`src/rtl/counter_controller.sv`:
```
// Counter controller: decodes bus writes into a 16-bit initial count, load strobe, count enable and timer output.
// Optional macro CNT_CTRL_RATEGEN_EN adds mode 2 (rate generator with automatic reload on terminal count).
module counter_controller (
    input  logic        clk,
    input  logic        rst,
    input  logic        wr_en,
    input  logic        a0,
    input  logic [7:0]  din,
    input  logic        gate,
    input  logic        counting_complete,
    output logic        load,
    output logic        enable,
    output logic [15:0] new_count,
    output logic        out_sig
);
    typedef enum logic [2:0] {IDLE, WAIT_LSB, WAIT_MSB, LOAD, RUN, DONE} state_t;

    localparam logic [1:0] RW_LSB = 2'b01;
    localparam logic [1:0] RW_MSB = 2'b10;
    localparam logic [2:0] MODE0  = 3'b000;
    localparam logic [2:0] MODE2  = 3'b010;

    state_t      state;
    logic [1:0]  rw;
    logic [2:0]  mode;
    logic [7:0]  lsb;
    logic [7:0]  msb;
    logic        mode_ok;
    logic        ctrl_valid;
    logic        data_wr;
    logic        unused_din;

    always_comb begin
`ifdef CNT_CTRL_RATEGEN_EN
        mode_ok = (din[3:1] == MODE0) || (din[3:1] == MODE2);
`else
        mode_ok = (din[3:1] == MODE0);
`endif
    end

    // Invalid control words behave exactly as if no write happened.
    assign ctrl_valid = wr_en && a0 && (din[5:4] != 2'b00) && mode_ok;
    assign data_wr    = wr_en && !a0;
    assign unused_din = ^{din[7:6], din[0]};

    always_ff @(posedge clk) begin
        if (!rst) begin
            state     <= IDLE;
            load      <= 1'b0;
            enable    <= 1'b0;
            new_count <= 16'h0000;
            out_sig   <= 1'b0;
            rw        <= 2'b00;
            mode      <= MODE0;
            lsb       <= 8'h00;
            msb       <= 8'h00;
        end else begin
            load <= 1'b0;
            if (ctrl_valid) begin
                rw      <= din[5:4];
                mode    <= din[3:1];
                enable  <= 1'b0;
                out_sig <= (din[3:1] == MODE2);
                state   <= (din[5:4] == RW_MSB) ? WAIT_MSB : WAIT_LSB;
            end else if (data_wr && state == WAIT_MSB) begin
                msb <= din;
                if (rw == RW_MSB)
                    lsb <= 8'h00;
                state <= LOAD;
            end else if (data_wr && state != IDLE) begin
                // First byte of a count; also restarts a running or finished count.
                enable  <= 1'b0;
                out_sig <= (mode == MODE2);
                if (rw == RW_MSB) begin
                    msb   <= din;
                    lsb   <= 8'h00;
                    state <= LOAD;
                end else begin
                    lsb <= din;
                    if (rw == RW_LSB) begin
                        msb   <= 8'h00;
                        state <= LOAD;
                    end else begin
                        state <= WAIT_MSB;
                    end
                end
            end else begin
                case (state)
                    LOAD: begin
                        load      <= 1'b1;
                        new_count <= {msb, lsb};
                        state     <= RUN;
                    end
                    RUN: begin
                        enable <= gate;
                        if (mode == MODE0) begin
                            if (counting_complete) begin
                                out_sig <= 1'b1;
                                enable  <= 1'b0;
                                state   <= DONE;
                            end
                        end
`ifdef CNT_CTRL_RATEGEN_EN
                        else if (counting_complete) begin
                            out_sig   <= 1'b0;
                            load      <= 1'b1;
                            new_count <= {msb, lsb};
                        end else begin
                            out_sig <= 1'b1;
                        end
`endif
                    end
                    default: ;
                endcase
            end
        end
    end
endmodule

```
`config.mk`:
```
export PLATFORM = sky130hd
export DESIGN_NAME = counter_controller
export DESIGN_NICKNAME = d
export VERILOG_FILES = /design/src/rtl/counter_controller.sv
export SDC_FILE = /design/constraint.sdc
export NUM_CORES = 1
export LEC_CHECK = 0
export ABC_AREA = 1
export CORE_UTILIZATION = 50
export DETAILED_ROUTE_END_ITERATION = 10
export PLACE_DENSITY_LB_ADDON = 0.25
export SLEW_MARGIN = 30
export SYNTH_ARGS = -nofsm -noshare
export SYNTH_HDL_FRONTEND = slang
export SYNTH_SLANG_ARGS = --single-unit
```
`constraint.sdc`:
```
create_clock -name clk -period 1.4 [get_ports clk]
set_clock_uncertainty 0.05 [all_clocks]
set_input_delay 0.21 -clock clk [delete_from_list [all_inputs] [get_ports clk]]
set_output_delay 0.21 -clock clk [all_outputs]
set_load 0.01 [all_outputs]
```
==> results.toml, run 1 <==
[outcome]
outcome = "complete, no violations"

[worst_setup_path]
cp.arrival_ns = 1.63
launching_element_type_of_the_critical_path = "register"
crit-reg2reg-capture = "lsb[4]$_SDFFE_PN0P_"
r2r.worst_path.cells = 8
timing_worst_setup_path_type = "register to register"
critical_path.max_fanout = 5
end_kind = "register"
worst_r2r_startpoint = "state[2]$_SDFFE_PN0P_"
ff2ff_setup_slack_ns = 0.02
crit_required_ns = 1.65

[synthesis]
synth.net_count = 263
synth_area_per_cell_um2 = 7.35
yosysUniqueCellTypes = 26
synth_seq_area_share_pct = 47.4
post_synth_instance_area_um2 = 1820
synthesis.yosys.warnings = 0
yosys_register_bits = 43
post_synth_inst_count = 247

[pwr]
seqPwrFrac_pct = 43.7
static-leakage-power_nw = 1.17
netSwitchingPower_mw = 1.14
totalPowerFinal_mw = 3.38
combinational_group_share_of_total_power_pct = 33.8
cell_internal_pwr_mw = 2.24
max-vdd-ir-drop_mv = 1.13
power.share.clock_pct = 22.5
power_switching_share_pct = 33.7
p_per_area_nw_per_um2 = 1310

[clock_tree]
tritoncts = "done"
clkSlewWorstSetupHoldPaths_ns = 0.13
cts_made_buffers = 5
cts.sink_count = 43
clkLatencyLatePin_ns = 0.36
cts-hold-fix-buffers = 0
clockRootBuffer = "clkbuf_4"
htree_levels = 2
clock_tree.buffer_depth = 2

[global_route]
grt_pass1_wl_um = 6890
busiest_layer = "met2"
grt.met2_usage_pct = 35.7
routing_usage_on_met3_pct = 5.51
initial_antenna_violation_count = 0
grtUsageMet1_pct = 29.9
grtUsageTotal_pct = 22.4
globalRoute.totalOverflow = 0
first_global_vias = 1541
grt_start_max_net_pins = 22

[job]
max-cap-violations = 0

[final_layout]
final.fill_count = 252
drive_above_1_share_pct = 24.4
post-route-cell-area_um2 = 2590
finish.net_count = 324
antennaDiodeCount = 0
layoutNonFillerInstCount = 354
synthToLayoutAreaGrowth_pct = 42.7

[placement]
finalWeightedCongestion = 0.987
post_dp_cell_area_um2 = 2360
io_buffer_count = 32
dp_hpwl_um = 2950
pre_cts_ws_ns = -0.379
placedCellCount = 344

[floorplanning]
die-width_um = 62.3
io-pin-count = 33
rows = 21
fp.coreArea_um2 = 3420
dieArea_um2 = 3880
floorplan.initialDensity_pct = 53.2
height_of_the_die_um = 62.3

[timing]
report.final.slew_viol_count = 0
post-route-period-util_pct = 98.5
timing.final.setup_violations = 0
fin_hold_ws_ns = 0.389
final_setup_slack_of_the_worst_path_ns = 0.0212
setup_repair_after_global_routing_missed_its_margin = "yes"
maxSlewHeadroom_pct = 84.7
hold_viol = 0
slew_at_the_pin_closest_to_its_max_slew_limit_ns = 0.228
maxClockFrequency_mhz = 725
period_minus_slack_ns = 1.38

[routing]
via_per_inst = 5.05
finalWirelength_um = 4430
detail_route.wl_per_cell_um = 12.5
detailedRoute.firstIterationViolations = 93
route.detailed.drc = 0
ant_nets = 0
dr.pass1.iters = 4
num_vias = 1786

[min_path]
hold_path_startpoint = "din[7]"
min-delay-path-class = "primary input to register"
min_delay_path_depth = 3
min_to = "msb[7]$_SDFFE_PN0P_"
synth_stat cells:
cell type	instances	area share (%)
buf_6	1	0.62
o21ai_2	1	0.48
o21ai_0	6	1.7
nand3_2	1	0.55
nand2_4	1	0.62
o22ai_1	1	0.34
o211ai_1	2	0.83
nor2_2	4	1.4
nand3b_1	1	0.41
nand4_1	2	0.69
inv_2	4	0.83
o21bai_1	1	0.41
buf_4	1	0.41
nor2_1	15	3.1
a21oi_1	35	9.6
dfxtp_1	43	47
inv_1	35	7.2
clkinv_1	1	0.21
clkbuf_1	2	0.41
nand3_1	12	3.3
buf_2	2	0.55
nand2_1	59	12
ha_1	2	1.4
o21ai_1	13	3.6
nand3b_4	1	1.1
nor2_4	1	0.62
layout make-up:
type / count / area [µm²] / share of cell area, %
Multi-Input combinational cell: 158 / 887 / 34.2
Sequential cell: 43 / 873 / 33.7
Timing Repair Buffer: 60 / 539 / 20.8
Inverter: 40 / 163 / 6.28
Tap cell: 46 / 57.6 / 2.22
Clock buffer: 6 / 41.3 / 1.59
Clock inverter: 1 / 30.0 / 1.16
flip-flops by register name, indices dropped and copies added, names as in the netlist:
register   cells
new_count     16
enable         1
state          3
rw             2
load           1
msb            8
out_sig        1
lsb            8
mode           3
worst max-delay path by stage:
| stage | slack [ns] | from | to | depth (start not counted) |
|---|---|---|---|---|
| final | 0.02 | state[2]$_SDFFE_PN0P_ | lsb[4]$_SDFFE_PN0P_ | 8 |
| after global routing | -0.08 | rw[0]$_SDFFE_PN0P_ | msb[2]$_SDFFE_PN0P_ | 7 |
| after CTS | 0.01 | a0 | out_sig$_SDFFE_PN0P_ | 10 |
| after detailed placement | -0.38 | wr_en | lsb[0]$_SDFFE_PN0P_ | 9 |
| after global placement | -0.34 | wr_en | lsb[6]$_SDFFE_PN0P_ | 9 |
| after floorplan | 0.16 | rw[0]$_SDFFE_PN0P_ | msb[0]$_SDFFE_PN0P_ | 7 |
what timing repair did:
item                                    in CTS  in global routing
endpoints found under the setup margin      31                 41
resized for setup                           21                 49
pin swaps                                    1                 11
setup buffers                                0                  3
layer usage:
metal / part of all wire (%) / wire length [µm] / vias to the layer above
met5: 0 / 0 / -
li1: - / - / 915
met4: 1.4 / 60 / 0
met2: 48 / 2140 / 55
met1: 45 / 1980 / 810
met3: 5.4 / 240 / 6
through the flow:
stage          setup TNS (ns)  util, %
6_report                    0     75.9
5_1_grt                -0.753     75.9
4_1_cts                     0     70.6
3_5_place_dp           -13.55     69.0
3_3_place_gp           -12.18     69.0
2_1_floorplan               0        -
cells by family after synthesis:
kind of cell | share of synthesized area [%]
compound gates | 17.0
fa+ha+maj | 1.38
buf+inv | 10.3
flops | 47.4
simple gates | 24.0
layout by cell type (no fill, tap or decap), types with 5 or more instances in the layout:
cell	count
nor2_2	5
buf_4	23
clkbuf_4	5
nand2_1	54
inv_1	34
nor2_1	11
o21ai_1	8
nand3_1	10
o21ai_2	7
dfxtp_1	39
clkdlybuf4s50_1	11
a21oi_1	31
dlygate4sd2_1	19
worst max-delay path: stages, from the launching register on:
cell and delay (ns):
dfxtp_4 0.37, inv_4 0.08, nand3_4 0.08, nor2_4 0.18
inv_2 0.08, o21ai_4 0.15, buf_6 0.13, nand2_1 0.07
a21oi_2 0.13
power groups by stage:
stage               Clock (mW)  Combinational [mW]  Sequential [mW]
floorplan                    0               0.568             1.46
global placement             0               0.940             1.45
detailed placement           0               0.954             1.45
CTS                      0.762               0.927             1.42
global route             0.831                1.26             1.50
finish                   0.760                1.14             1.48
(Power assumes the default switching activity.)
==> run 2, diff against run 1 <==
--- a/config.mk
+++ b/config.mk
@@ -7,6 +7,7 @@
 export LEC_CHECK = 0
 export ABC_AREA = 1
 export CORE_UTILIZATION = 50
+export CTS_BUF_LIST = sky130_fd_sc_hd__clkbuf_4 sky130_fd_sc_hd__clkbuf_8
 export DETAILED_ROUTE_END_ITERATION = 10
 export PLACE_DENSITY_LB_ADDON = 0.25
 export SLEW_MARGIN = 30
==> results.toml, run 2 (synthesis gave the netlist of run 1 again) <==
[outcome]
outcome = "complete, no violations"

[worst_setup_path]
worstPathBufferInverterCount = 3
crit_required_ns = 1.64
launching_element_type_of_the_critical_path = "register"
critical_path.max_fanout = 5
largest_incremental_delay_on_the_critical_path_ns = 0.37
end_kind = "register"
critical_path_cell_by_cell = "inv_4 > nand3_4 > nor2_4 > inv_2 > o21ai_4 > buf_4 > nand2_1 > a21oi_2"
cpLargestDelayFamily = "flip-flops"
timing_worst_setup_path_type = "register to register"
cp.arrival_ns = 1.62
worst_path_max_delay_cell = "dfxtp_4"

[placement]
pre_cts_ws_ns = -0.379
io_buffer_count = 32
dp_hpwl_um = 2950
finalWeightedCongestion = 0.987
post_dp_cell_area_um2 = 2360

[timing]
maxSlewHeadroom_pct = 84.7
period_minus_slack_ns = 1.38
final_setup_slack_of_the_worst_path_ns = 0.0204
hold_viol = 0
setup_repair_after_global_routing_missed_its_margin = "yes"
report.final.slew_viol_count = 0
slew_at_the_pin_closest_to_its_max_slew_limit_ns = 0.229
maxClockFrequency_mhz = 725
timing.final.setup_violations = 0
post-route-period-util_pct = 98.5
fin_hold_ws_ns = 0.385

[global_route]
first_global_vias = 1541
grt_start_max_net_pins = 22
grt_pass1_wl_um = 6890
grtUsageTotal_pct = 22.4
globalRoute.totalOverflow = 0
initial_antenna_violation_count = 0

[clock_tree]
clockRootBuffer = "clkbuf_4"
clkSlewWorstSetupHoldPaths_ns = 0.13
htree_levels = 2
clkLatencyLatePin_ns = 0.36
cts.sink_count = 43
clock_tree.buffer_depth = 2
tritoncts = "done"
cts_made_buffers = 5

[floorplanning]
floorplan.initialDensity_pct = 53.2
die-width_um = 62.3
height_of_the_die_um = 62.3
dieArea_um2 = 3880
io-pin-count = 33
fp.coreArea_um2 = 3420
rows = 21

[final_layout]
reg.largest.list = "new_count x16, lsb x8, msb x8"
layout.cells.most_common_list = "54 x nand2_1, 39 x dfxtp_1, 34 x inv_1"
final.fill_count = 251
number_of_flip_flops_under_the_largest_register_name = 16
drive_above_1_share_pct = 24.7
synthToLayoutAreaGrowth_pct = 42.9
final_common_cell = "nand2_1"
top_register = "new_count"
antennaDiodeCount = 0
post-route-cell-area_um2 = 2590
finish.net_count = 324

[min_path]
min-delay-path-class = "primary input to register"

[routing]
ant_nets = 0
finalWirelength_um = 4450
detailedRoute.firstIterationViolations = 97
num_vias = 1777
detail_route.wl_per_cell_um = 12.6
via_per_inst = 5.02
dr.pass1.iters = 4
route.detailed.drc = 0

[pwr]
static-leakage-power_nw = 1.17
max-vdd-ir-drop_mv = 1.19
p_per_area_nw_per_um2 = 1310

[job]
max-cap-violations = 0
==> run 2: area by class of cell <==
type	count	area [µm²]	share of cell area (%)
well taps	46	57.6	2.22
inverters	40	163	6.27
clock buffers	6	45.0	1.74
repair buffers	60	539	20.8
clock inverters	1	30.0	1.16
flip-flops and latches	43	873	33.7
multi-input cells	158	887	34.2
==> run 2: worst paths after layout <==
| kind | startpoint | end | slack (ns) | depth (start not counted) |
|---|---|---|---|---|
| worst min register to register | new_count[11]$_SDFFE_PN0P_ | new_count[11]$_SDFFE_PN0P_ | 0.39 | 2 |
| worst max-delay path | state[2]$_SDFFE_PN0P_ | lsb[0]$_SDFFE_PN0P_ | 0.02 | 8 |
| worst max register to register | state[2]$_SDFFE_PN0P_ | lsb[0]$_SDFFE_PN0P_ | 0.02 | 8 |
| worst min-delay path | din[7] | msb[7]$_SDFFE_PN0P_ | 0.38 | 3 |
==> run 2: power breakdown <==
part / internal, mW / total (mW) / switching, mW
Clock: 0.388 / 0.785 / 0.397
Combinational: 0.505 / 1.15 / 0.642
Sequential: 1.37 / 1.48 / 0.110
==> run 2: tightest hold or removal path: stages <==
cell and delay [ns]:
clkdlybuf4s50_1 0.43, nand2_1 0.07, a21oi_1 0.05
==> run 2: per-layer routing <==
layer	GRT usage (%)	vias to the layer above	wire, µm
met3	5.51	7	224
met4	6.98	0	61
met5	0	-	0
met2	35.7	53	2130
met1	29.9	806	2030
li1	-	911	-
==> run 2: repair_timing <==
action / in CTS / in global routing
pin swaps: 1 / 11
endpoints found under the setup margin: 30 / 41
resized for setup: 21 / 49
hold buffers: 0 / 0
setup buffers: 0 / 3
==> run 2: through the flow <==
| stage | instances | TNS, ns | utilization, % | power, mW |
|---|---|---|---|---|
| after floorplan | 247 | 0 | - | 2.03 |
| after global placement | 344 | -12.18 | 69.0 | 2.39 |
| after detailed placement | 344 | -13.55 | 69.0 | 2.40 |
| after CTS | 351 | 0 | 70.7 | 3.13 |
| after global routing | 354 | -0.749 | 76.0 | 3.61 |
| final | 354 | 0 | 76.0 | 3.41 |
==> run 3, diff against run 2 <==
--- a/config.mk
+++ b/config.mk
@@ -9,7 +9,7 @@
 export CORE_UTILIZATION = 50
 export CTS_BUF_LIST = sky130_fd_sc_hd__clkbuf_4 sky130_fd_sc_hd__clkbuf_8
 export DETAILED_ROUTE_END_ITERATION = 10
-export PLACE_DENSITY_LB_ADDON = 0.25
+export PLACE_DENSITY = 0.77
 export SLEW_MARGIN = 30
 export SYNTH_ARGS = -nofsm -noshare
 export SYNTH_HDL_FRONTEND = slang
==> results.toml, run 3 (synthesis gave the netlist of run 1 again) <==
[outcome]
outcome = "finished with violations"
violations = "setup timing"

[placement]
post_dp_cell_area_um2 = 2370
placedCellCount = 344
finalWeightedCongestion = 0.894
io_buffer_count = 32
dp_hpwl_um = 2960

[final_layout]
finish.net_count = 321
layoutNonFillerInstCount = 352
top_register = "new_count"
number_of_flip_flops_under_the_largest_register_name = 16
post-route-cell-area_um2 = 2500
drive_above_1_share_pct = 19.6
final_common_cell = "nand2_1"
final_util_pct = 73.2
antennaDiodeCount = 0
reg.largest.list = "new_count x16, lsb x8, msb x8"
synthToLayoutAreaGrowth_pct = 37.6
layout.cells.most_common_list = "58 x nand2_1, 39 x dfxtp_1, 34 x inv_1"

[global_route]
first_global_vias = 1493
globalRoute.totalOverflow = 0
grtUsageTotal_pct = 22.4
grt_start_max_net_pins = 23
grt_pass1_wl_um = 6840
initial_antenna_violation_count = 0

[routing]
num_vias = 1709
detail_route.wl_per_cell_um = 11.6
finalWirelength_um = 4070
via_per_inst = 4.86
detailedRoute.firstIterationViolations = 74
route.detailed.drc = 0
ant_nets = 0
dr.pass1.iters = 4

[worst_setup_path]
ff2ff_setup_slack_ns = -0.006
launching_element_type_of_the_critical_path = "register"
worst_r2r_startpoint = "state[0]$_SDFFE_PN0P_"
crit-reg2reg-capture = "state[0]$_SDFFE_PN0P_"
crit_required_ns = 1.61
timing_worst_setup_path_type = "register to register"
cp.arrival_ns = 1.62
r2r.worst_path.cells = 9
critical_path.max_fanout = 5
end_kind = "register"

[floorplanning]
die-width_um = 62.3
height_of_the_die_um = 62.3
rows = 21
dieArea_um2 = 3880
io-pin-count = 33
fp.coreArea_um2 = 3420
floorplan.initialDensity_pct = 53.2

[clock_tree]
clock_tree.buffer_depth = 2
cts_made_buffers = 5
clkSlewWorstSetupHoldPaths_ns = 0.13
cts.sink_count = 43
tritoncts = "done"
clkLatencyLatePin_ns = 0.36
clockRootBuffer = "clkbuf_4"
htree_levels = 2
cts-hold-fix-buffers = 0
cts.repair_timing.setup_buffer_count = 0

[min_path]
min-delay-path-class = "primary input to register"
hold_path_startpoint = "din[0]"
min_delay_path_depth = 3
min_to = "lsb[0]$_SDFFE_PN0P_"

[timing]
hold_viol = 0
setup_repair_after_global_routing_missed_its_margin = "yes"
final_setup_slack_of_the_worst_path_ns = -0.00587
post-route-period-util_pct = 100
maxSlewHeadroom_pct = 82.7
timing.final.setup_violations = 1
report.final.slew_viol_count = 0
period_minus_slack_ns = 1.41
maxClockFrequency_mhz = 711
slew_at_the_pin_closest_to_its_max_slew_limit_ns = 0.258

[pwr]
p_per_area_nw_per_um2 = 1280
static-leakage-power_nw = 1.13
max-vdd-ir-drop_mv = 1.16

[job]
max-cap-violations = 0
-- run 3: layout make-up --
cell class              instances  area [µm²]
clock buffers                   5        37.5
clock inverters                 3        43.8
fillers                       278         917
inverters                      40         150
multi-input cells             158         830
flip-flops and latches         43         866
well taps                      46        57.6
repair buffers                 57         514
-- run 3: power breakdown --
part | total (mW) | internal [mW] | switching (mW)
clock | 0.782 | 0.376 | 0.406
sequential | 1.44 | 1.35 | 0.0876
combinational | 0.977 | 0.413 | 0.564
-- run 3: critical path, cell delays in order (launching register included) --
cell and delay, ns:
dfxtp_2 0.36, nor2_2 0.13, nand2_1 0.11, nand2_4 0.12
inv_2 0.08, buf_4 0.14, nand2_1 0.07, nand3_1 0.10
nor2_1 0.10, nor2_1 0.05
-- run 3: through the flow --
step / setup TNS (ns) / worst slack, ns / total power [mW] / hold slack [ns]
2_1_floorplan: 0 / 0.157 / 2.03 / 0.307
3_3_place_gp: -12.31 / -0.366 / 2.37 / 0.381
3_5_place_dp: -13.67 / -0.398 / 2.39 / 0.385
4_1_cts: 0 / 0.00388 / 3.13 / 0.366
5_1_grt: -0.760 / -0.0988 / 3.40 / 0.376
6_report: -0.00587 / -0.00587 / 3.20 / 0.376
-- run 3: how the worst max path moves through the flow --
stage                                startpoint                    end  slack (ns)  cells past startpoint
after floorplan              rw[0]$_SDFFE_PN0P_    msb[0]$_SDFFE_PN0P_        0.16                      7
after global placement                       a0   out_sig$_SDFFE_PN0P_       -0.37                     10
after detailed placement                     a0   out_sig$_SDFFE_PN0P_       -0.40                     10
after CTS                                 wr_en   out_sig$_SDFFE_PN0P_       0.004                     10
after global routing      state[0]$_SDFFE_PN0P_  state[0]$_SDFFE_PN0P_        -0.1                      9
final                     state[0]$_SDFFE_PN0P_  state[0]$_SDFFE_PN0P_      -0.006                      9
-- run 3: repair_timing --
action / 4_1_cts / 5_1_grt
cloned: 0 / 0
setup endpoints to repair: 23 / 37
resized for setup: 22 / 20
pin swaps: 1 / 5
-- run 3: layer usage --
layer  share of wire, %  wire (µm)  track usage (%)  vias to the layer above
li1                   -          -                -                      902
met1                 46       1880             28.6                      759
met2                 46       1890             36.0                       39
met3                4.7        193             5.51                        9
met4                2.5        102             9.59                        0
met5                  0          0                0                        -
